$ cat src/rtl/sync_line_counter_if.sv
// Control and status bundle for the sync line counter.
// The sequencer/timer chain drives the master side; the counter is the slave.
interface sync_line_counter_if #(
    parameter int W = 9
);
    logic         ce;
    logic         clr;
    logic         ldl;
    logic [W-1:0] d;
    logic [W-1:0] limit;
    logic [W-1:0] cmp;
    logic [W-1:0] q;
    logic [W-1:0] qb;
    logic         running;
    logic         tc;
    logic         match;

    modport master (
        output ce, clr, ldl, d, limit, cmp,
        input  q, qb, running, tc, match
    );

    modport slave (
        input  ce, clr, ldl, d, limit, cmp,
        output q, qb, running, tc, match
    );
endinterface

$ cat src/rtl/sync_line_counter.sv
// Parameterised loadable up-counter with terminal-count and compare strobes.
// Feeds the sync/blank generators with limit-wrap (tc) and compare (match) pulses.
//
//   state      | meaning
//   -----------+-----------------------------------------------------------
//   ST_RUNNING | counts on ce; wraps to 0 at limit (ONESHOT=0)
//   ST_STOPPED | parked at limit after a one-shot run; only clr/load leave it
module sync_line_counter #(
    parameter int W       = 9,
    parameter int ONESHOT = 0
) (
    input  logic                 MasterClock,
    input  logic                 reset,
    sync_line_counter_if.slave   bus
);

    typedef enum logic {
        ST_RUNNING = 1'b0,
        ST_STOPPED = 1'b1
    } state_t;

    state_t       r_state;
    state_t       w_state_nxt;
    logic [W-1:0] r_q;
    logic [W-1:0] r_qb;
    logic         r_tc;
    logic         r_match;

    logic [W-1:0] w_q_nxt;
    logic [W-1:0] w_q_inc;
    logic         w_tc_nxt;
    logic         w_match_nxt;
    logic         w_at_limit;

    assign w_q_inc    = r_q + W'(1);
    assign w_at_limit = (r_q == bus.limit);

    // Next-state and strobe decode; priority is clr, then load, then count, then hold.
    always_comb begin
        w_state_nxt = r_state;
        w_q_nxt     = r_q;
        w_tc_nxt    = 1'b0;
        w_match_nxt = 1'b0;

        if (bus.clr) begin
            w_q_nxt     = '0;
            w_state_nxt = ST_RUNNING;
        end else if (!bus.ldl) begin
            w_q_nxt     = bus.d;
            w_state_nxt = ST_RUNNING;
            w_match_nxt = (bus.d == bus.cmp);
        end else if (bus.ce && (r_state == ST_RUNNING)) begin
            if (!w_at_limit) begin
                // A count that passes 2^W-1 without hitting limit wraps silently.
                w_q_nxt     = w_q_inc;
                w_match_nxt = (w_q_inc == bus.cmp);
            end else if (ONESHOT != 0) begin
                w_state_nxt = ST_STOPPED;
                w_tc_nxt    = 1'b1;
            end else begin
                w_q_nxt     = '0;
                w_tc_nxt    = 1'b1;
                w_match_nxt = (bus.cmp == '0);
            end
        end
    end

    // State, count and strobe registers; qb is kept as its own register so it never glitches off q.
    always_ff @(posedge MasterClock or posedge reset) begin
        if (reset) begin
            r_state <= ST_RUNNING;
            r_q     <= '0;
            r_qb    <= '1;
            r_tc    <= 1'b0;
            r_match <= 1'b0;
        end else begin
            r_state <= w_state_nxt;
            r_q     <= w_q_nxt;
            r_qb    <= ~w_q_nxt;
            r_tc    <= w_tc_nxt;
            r_match <= w_match_nxt;
        end
    end

    assign bus.q       = r_q;
    assign bus.qb      = r_qb;
    assign bus.running = (r_state == ST_RUNNING);
    assign bus.tc      = r_tc;
    assign bus.match   = r_match;

endmodule

$ cat src/flat_wrapper.sv
// flat-port wrapper written by rule: the top's interface ports become plain ports
module sync_line_counter_flat 
#(
    parameter int W       = 9,
    parameter int ONESHOT = 0
)
  (MasterClock, reset, bus_ce, bus_clr, bus_ldl, bus_d, bus_limit, bus_cmp, bus_q, bus_qb, bus_running, bus_tc, bus_match);
  sync_line_counter_if #(.W(W)) bus_i ();
  input  logic MasterClock;
  input  logic reset;
  input wire logic [$bits(bus_i.ce)-1:0] bus_ce;
  input wire logic [$bits(bus_i.clr)-1:0] bus_clr;
  input wire logic [$bits(bus_i.ldl)-1:0] bus_ldl;
  input wire logic [$bits(bus_i.d)-1:0] bus_d;
  input wire logic [$bits(bus_i.limit)-1:0] bus_limit;
  input wire logic [$bits(bus_i.cmp)-1:0] bus_cmp;
  output wire logic [$bits(bus_i.q)-1:0] bus_q;
  output wire logic [$bits(bus_i.qb)-1:0] bus_qb;
  output wire logic [$bits(bus_i.running)-1:0] bus_running;
  output wire logic [$bits(bus_i.tc)-1:0] bus_tc;
  output wire logic [$bits(bus_i.match)-1:0] bus_match;
  assign bus_i.ce = bus_ce;
  assign bus_i.clr = bus_clr;
  assign bus_i.ldl = bus_ldl;
  assign bus_i.d = bus_d;
  assign bus_i.limit = bus_limit;
  assign bus_i.cmp = bus_cmp;
  assign bus_q = bus_i.q;
  assign bus_qb = bus_i.qb;
  assign bus_running = bus_i.running;
  assign bus_tc = bus_i.tc;
  assign bus_match = bus_i.match;
  sync_line_counter #(.W(W), .ONESHOT(ONESHOT)) u_core (.MasterClock(MasterClock), .reset(reset), .bus(bus_i));
endmodule
$ cat config.mk
export PLATFORM = sky130hd
export DESIGN_NAME = sync_line_counter_flat
export DESIGN_NICKNAME = d
export VERILOG_FILES = /design/src/rtl/sync_line_counter_if.sv /design/src/rtl/sync_line_counter.sv /design/src/flat_wrapper.sv
export SDC_FILE = /design/constraint.sdc
export NUM_CORES = 1
export LEC_CHECK = 0
export ABC_AREA = 0
export CAP_MARGIN = 20
export CORE_UTILIZATION = 35
export DETAILED_ROUTE_END_ITERATION = 8
export PLACE_DENSITY = 0.66
export RECOVER_POWER = 25
export SLEW_MARGIN = 20
export SYNTH_ARGS = -nofsm -noshare
export SYNTH_HDL_FRONTEND = slang
export SYNTH_SLANG_ARGS = --single-unit
$ cat constraint.sdc
create_clock -name MasterClock -period 2.75 [get_ports MasterClock]
set_input_delay 0.55 -clock MasterClock [delete_from_list [all_inputs] [get_ports MasterClock]]
set_output_delay 0.55 -clock MasterClock [all_outputs]
set_load 0.005 [all_outputs]
# [Word level (Yosys, flattened, before mapping)]
# Cells that the tools add are included.
[classes] n_addsub=1 n_eq_ne=4 muxes=14 n_bitwise=2 n_reduce_logical=2
[ops] op="$mux W9" count=4
[ops] op="$eq A9 B9 Y1" count=3
[ops] op="$mux W1" count=10
[ops] op="$add A9 B1 Y9 const B" count=1
[ops] op="$logic_not A9 Y1" count=1
[ops] op="$not A9 Y9" count=1
[ops] op="$ne A2 B2 Y1 const B" count=1
[ops] op="$logic_and A1 B1 Y1" count=1
[ops] op="$not A1 Y1" count=1
[word_totals] ff_bits=21 input_bits=32 out_inout_bits=21 word_cells=28

# [Logic depth before layout (Yosys ltp)]
[depth] ltp_word=6 mapped_depth=7 depth_no_buf=6

# [Least setup slack after synthesis]
# OpenSTA, ideal clock, no wires.
[synth_timing] path_type="flip-flop to flip-flop" startpoint="register u_core.r_q[0], in the netlist u_core.bus.q[0]" endpoint="register u_core.r_match, in the netlist u_core.bus.match" t_arrival_ps=1758 path_slack_ps=897 path_stages_with_launch=7 path_buffers=0 synth_period_minus_slack_ps=1853 path_cell_list="dfrtp_1 -> ha_1 -> nand3_2 -> or4_4 -> xnor2_1 -> nand3_1 -> o31ai_1"
[synth_via] elab_chain_cells=6
[synth_rtl] element="from (decl)" line="sync_line_counter.sv:24" rtl="logic [W-1:0] r_q;"
[synth_rtl] element="from (signal assigned)" line="sync_line_counter.sv:78" rtl="r_q <= w_q_nxt;"
[synth_rtl] element="$add A9 B1 Y9" line="sync_line_counter.sv:35" rtl="assign w_q_inc = r_q + W'(1);"
[synth_rtl] element="$eq A9 B9 Y1" line="sync_line_counter.sv:56" rtl="w_match_nxt = (w_q_inc == bus.cmp);"
[synth_rtl] element="$mux W1 *" line="sync_line_counter.sv:53" rtl="if (!w_at_limit) begin"
[synth_rtl] element="$mux W1 *" line="sync_line_counter.sv:52" rtl="end else if (bus.ce && (r_state == ST_RUNNING)) begin"
[synth_rtl] element="$mux W1 *" line="sync_line_counter.sv:48" rtl="end else if (!bus.ldl) begin"
[synth_rtl] element="$mux W1 *" line="sync_line_counter.sv:45" rtl="if (bus.clr) begin"
[synth_rtl] element="named net u_core.w_match_nxt" line="sync_line_counter.sv:32" rtl="logic w_match_nxt;"
[synth_rtl] element="to (signal assigned)" line="sync_line_counter.sv:81" rtl="r_match <= w_match_nxt;"
[synth_rtl] element="to (decl)" line="sync_line_counter.sv:27" rtl="logic r_match;"
# Mark *: on every way through the listed nets, which the timed path passes. The rest lies on a longest branch.
# A chain may end at the register's enable or synchronous reset.

# [Worst setup path after layout]
# Ends and elaborated chain as after synthesis.

==> qor.log <==
[global_route] antenna violations before repair 0
[timing] setup repair after global routing missed its margin no
[yosys] post-synthesis async set-or-reset flop share 1.00
[clock_network] deepest level of the CTS H-tree 1
[timing] transition time at the pin with the least slew margin 0.803 ns
[global_route] number of global-route vias before repair 1340
[worst_setup_path] number of stages on the worst setup path 6
[die] starting density of the core 0.370
[die] die area 4590 µm²
[placed_design] Setup WS pre-CTS 0.358 ns
[worst_setup_path] required time worst endpoint 2.92 ns
[worst_setup_path] master of the slowest instance on the critical path sky130_fd_sc_hd__dfrtp_1
[die] IO Count 53
[layout] ratio of cells with drive above 1 in the final layout 0.115
[worst_setup_path] list of cells traversed by the critical path ha_1 -> nand3_2 -> or4_4 -> xnor2_1 -> nand3_1 -> o31ai_1
[global_route] GRT Residual Overflow 0
[layout] highest-count cells in the layout ignoring fill and taps sky130_fd_sc_hd__clkdlybuf4s50_1 (50), sky130_fd_sc_hd__xor2_1 (17), sky130_fd_sc_hd__o21ai_0 (12), sky130_fd_sc_hd__nor2_1 (12)
[placed_design] global placement routability congestion 0.889
[placed_design] HPWL after detailed placement 3090 µm
[layout] Fill cells 427
[drt] remaining design rule violation count 0
[layout] number of nets in the layout 252
[timing] Fin Setup TNS 0 ns
[placed_design] number of cells after detailed placement 264
[yosys] number of warning messages in the yosys log 0
[drt] via total after detailed routing 1455
[layout] ant diodes 0
[global_route] Total Routing Usage GR 0.196
[worst_setup_path] slowest stage delay, CP 0.53 ns
[clock_network] Clock Sinks 20
[die] core footprint 4090 µm²
[clock_network] clock latency at the later pin of the worst-skew pair 0.26 ns
[yosys] cells after synthesis 170
[drt] Routed WL per cell 15.6 µm
[yosys] number of synthesized register bits 20
[power_and_ir_drop] leakage 0.783 nW
[timing] Setup Viol. Count Final 0
[worst_setup_path] startpoint type of the worst setup path register
[hold_path] path class of the lowest-slack min-delay path reg -> reg
[timing] fin worst setup slack 0.581 ns
[power_and_ir_drop] total power 0.821 mW
[clock_network] number of setup buffers added after CTS 0
[power_and_ir_drop] areal power density over the cells 392 nW/µm²
[yosys] synthesized area 1510 µm²
[timing] Min Clock Period, post-route 2.17 ns
[worst_setup_path] Crit Path Category reg -> reg
[yosys] total nets after synthesis 203
[clock_network] deepest clock path buffer count 2
[layout] most common cell after layout, fill and taps aside sky130_fd_sc_hd__clkdlybuf4s50_1
[clock_network] clock-pin slew on the worst setup and hold paths 0.08 ns
[layout] FF+latch area 512 µm²
[worst_setup_path] endpoint arrival time on the critical path 2.34 ns
[worst_setup_path] CP delay by family, top simple AND/OR/NAND/NOR gates
[global_route] global-route wire length before repair 6570 µm
[yosys] number of enable-type register cells in the synthesized netlist 0
[die] total number of placement rows 23
[timing] number of max-slew violations in the final report 0
[global_route] largest net degree at the start of global routing 24
[drt] count of TritonRoute iterations in the first routing pass 4
[die] Die Ht 67.7 µm
[yosys] mean instance size in the synthesized netlist 8.89 µm²
[layout] Finished Layout Cells 268
[drt] average via count per standard cell 5.43
[worst_setup_path] R2R cell count 6
[drt] wire length after detailed routing 4170 µm
[clock_network] cts hold-fix bufs 0
[yosys] portion of the post-synthesis area used by sequential elements 0.339
[clock_network] CTS tree built
[timing] maximum clock frequency 461 MHz
[yosys] number of distinct library cells after synthesis 45
[timing] post-route clock period utilization 0.789
[power_and_ir_drop] worst vdd rail ir drop 0.000221 V
[hold_path] worst hold path depth 3
[die] Die X-Extent 67.7 µm
[layout] synthesis-to-layout area growth 38.7%
[layout] area of combinational cells with multiple inputs 896 µm²
[yosys] main flop type after synthesis sky130_fd_sc_hd__dfrtp_1
[timing] Final Hold Fails 0
[timing] final worst clock skew 0.00310 ns
[clock_network] number of gates given a new drive strength after cts 0
[placed_design] Port Buffers 51
[clock_network] Root Buffer sky130_fd_sc_hd__clkbuf_8
[run_status] result of the run finished, final reports clean
[drt] initial DRC count 88
[timing] WHS 0.731 ns
[drt] Antenna Nets Post-Route 0
[worst_setup_path] critical path buffer and inverter count 0
[job] MaxCap Viol Count 0
[clock_network] number of buffers created by CTS 3
[worst_setup_path] Worst Path Max Fanout 8
[worst_setup_path] kind of capture point of the worst setup path register
[timing] Max transition margin 0.464
==> state kept, by name (all words and copies together), names as in the netlist <==
| name | flops |
|---|---|
| u_core.bus.qb | 9 |
| u_core.bus.tc | 1 |
| u_core.bus.q | 9 |
| u_core.bus.match | 1 |
==> power by group <==
part / total, mW / switching (mW) / internal (mW)
combinational: 0.233 / 0.101 / 0.133
clock: 0.235 / 0.107 / 0.128
sequential: 0.353 / 0.0315 / 0.322
==> cells by family (layout without fill, tap and decap cells) <==
| logic type | Yosys count | in the layout | share of synthesized area |
|---|---|---|---|
| buf+inv | 19 | 67 | 0.0687 |
| compound gates | 40 | 40 | 0.182 |
| mux | 1 | 1 | 0.00662 |
| simple gates | 60 | 60 | 0.231 |
| flops | 20 | 20 | 0.339 |
| xor+xnor | 28 | 28 | 0.162 |
| other cells | 1 | 1 | 0.00248 |
| fa+ha+maj | 1 | 1 | 0.00828 |
==> area by class of cell <==
class	count	area share
Multi-Input combinational cell	131	0.427
Timing Repair Buffer	55	0.258
Sequential cell	20	0.244
Tap cell	50	0.0299
Clock buffer	4	0.0263
Inverter	8	0.0143
==> worst reg2reg max path, cell delays in order, from the launching register on <==
cell and delay (ns):
sky130_fd_sc_hd__dfrtp_1 0.53, sky130_fd_sc_hd__ha_1 0.31, sky130_fd_sc_hd__nand3_2 0.18, sky130_fd_sc_hd__or4_4 0.49
sky130_fd_sc_hd__xnor2_1 0.21, sky130_fd_sc_hd__nand3_1 0.11, sky130_fd_sc_hd__o31ai_1 0.24
==> cells in the mapped netlist, types with 2 or more instances <==
cell type	number	area, µm²
sky130_fd_sc_hd__xor2_1	17	149
sky130_fd_sc_hd__nor2_1	12	45.0
sky130_fd_sc_hd__o21ai_0	12	60.1
sky130_fd_sc_hd__dfrtp_1	11	275
sky130_fd_sc_hd__nor3_1	11	55.1
sky130_fd_sc_hd__xnor2_1	11	96.3
sky130_fd_sc_hd__dfstp_2	9	236
sky130_fd_sc_hd__nand2_1	9	33.8
sky130_fd_sc_hd__inv_1	7	26.3
sky130_fd_sc_hd__nand3_1	5	25.0
sky130_fd_sc_hd__a311o_1	4	40.0
sky130_fd_sc_hd__a311oi_1	4	35.0
sky130_fd_sc_hd__a31oi_1	4	25.0
sky130_fd_sc_hd__buf_4	4	30.0
sky130_fd_sc_hd__nor4_1	4	25.0
sky130_fd_sc_hd__o21a_1	4	30.0
sky130_fd_sc_hd__a21oi_1	3	15.0
sky130_fd_sc_hd__clkbuf_1	3	11.3
sky130_fd_sc_hd__or2_2	3	18.8
sky130_fd_sc_hd__and2_1	2	12.5
sky130_fd_sc_hd__buf_2	2	10.0
sky130_fd_sc_hd__buf_6	2	22.5
sky130_fd_sc_hd__o211ai_1	2	15.0
sky130_fd_sc_hd__o21bai_1	2	15.0
sky130_fd_sc_hd__or3_1	2	12.5
sky130_fd_sc_hd__or4_1	2	15.0
==> per-stage QoR <==
step | cell area [µm²] | util
after floorplan | 1510 | -
after global placement | 2040 | 0.499
after detailed placement | 2040 | 0.499
after CTS | 2100 | 0.513
after global routing | 2100 | 0.513
final | 2100 | 0.513
==> metal layers <==
layer	GRT usage	vias up	wire (µm)
met5	0	-	0
met1	0.261	673	1970
met3	0.0287	8	267
met2	0.321	65	1880
met4	0.0691	0	57
li1	-	709	-
==> worst paths after layout <==
kind / slack (ns) / start / end
setup / recovery: 0.58 / u_core.bus.q[0] / u_core.bus.match
hold / removal: 0.73 / u_core.bus.q[8] / u_core.bus.q[8]
setup reg to reg: 0.58 / u_core.bus.q[0] / u_core.bus.match
hold reg to reg: 0.73 / u_core.bus.q[8] / u_core.bus.q[8]
max in group asynchronous: 1.37 / reset / u_core.bus.q[5]
min in group asynchronous: 0.88 / reset / u_core.bus.q[0]
Note: power is estimated with default switching activity, not from simulation.
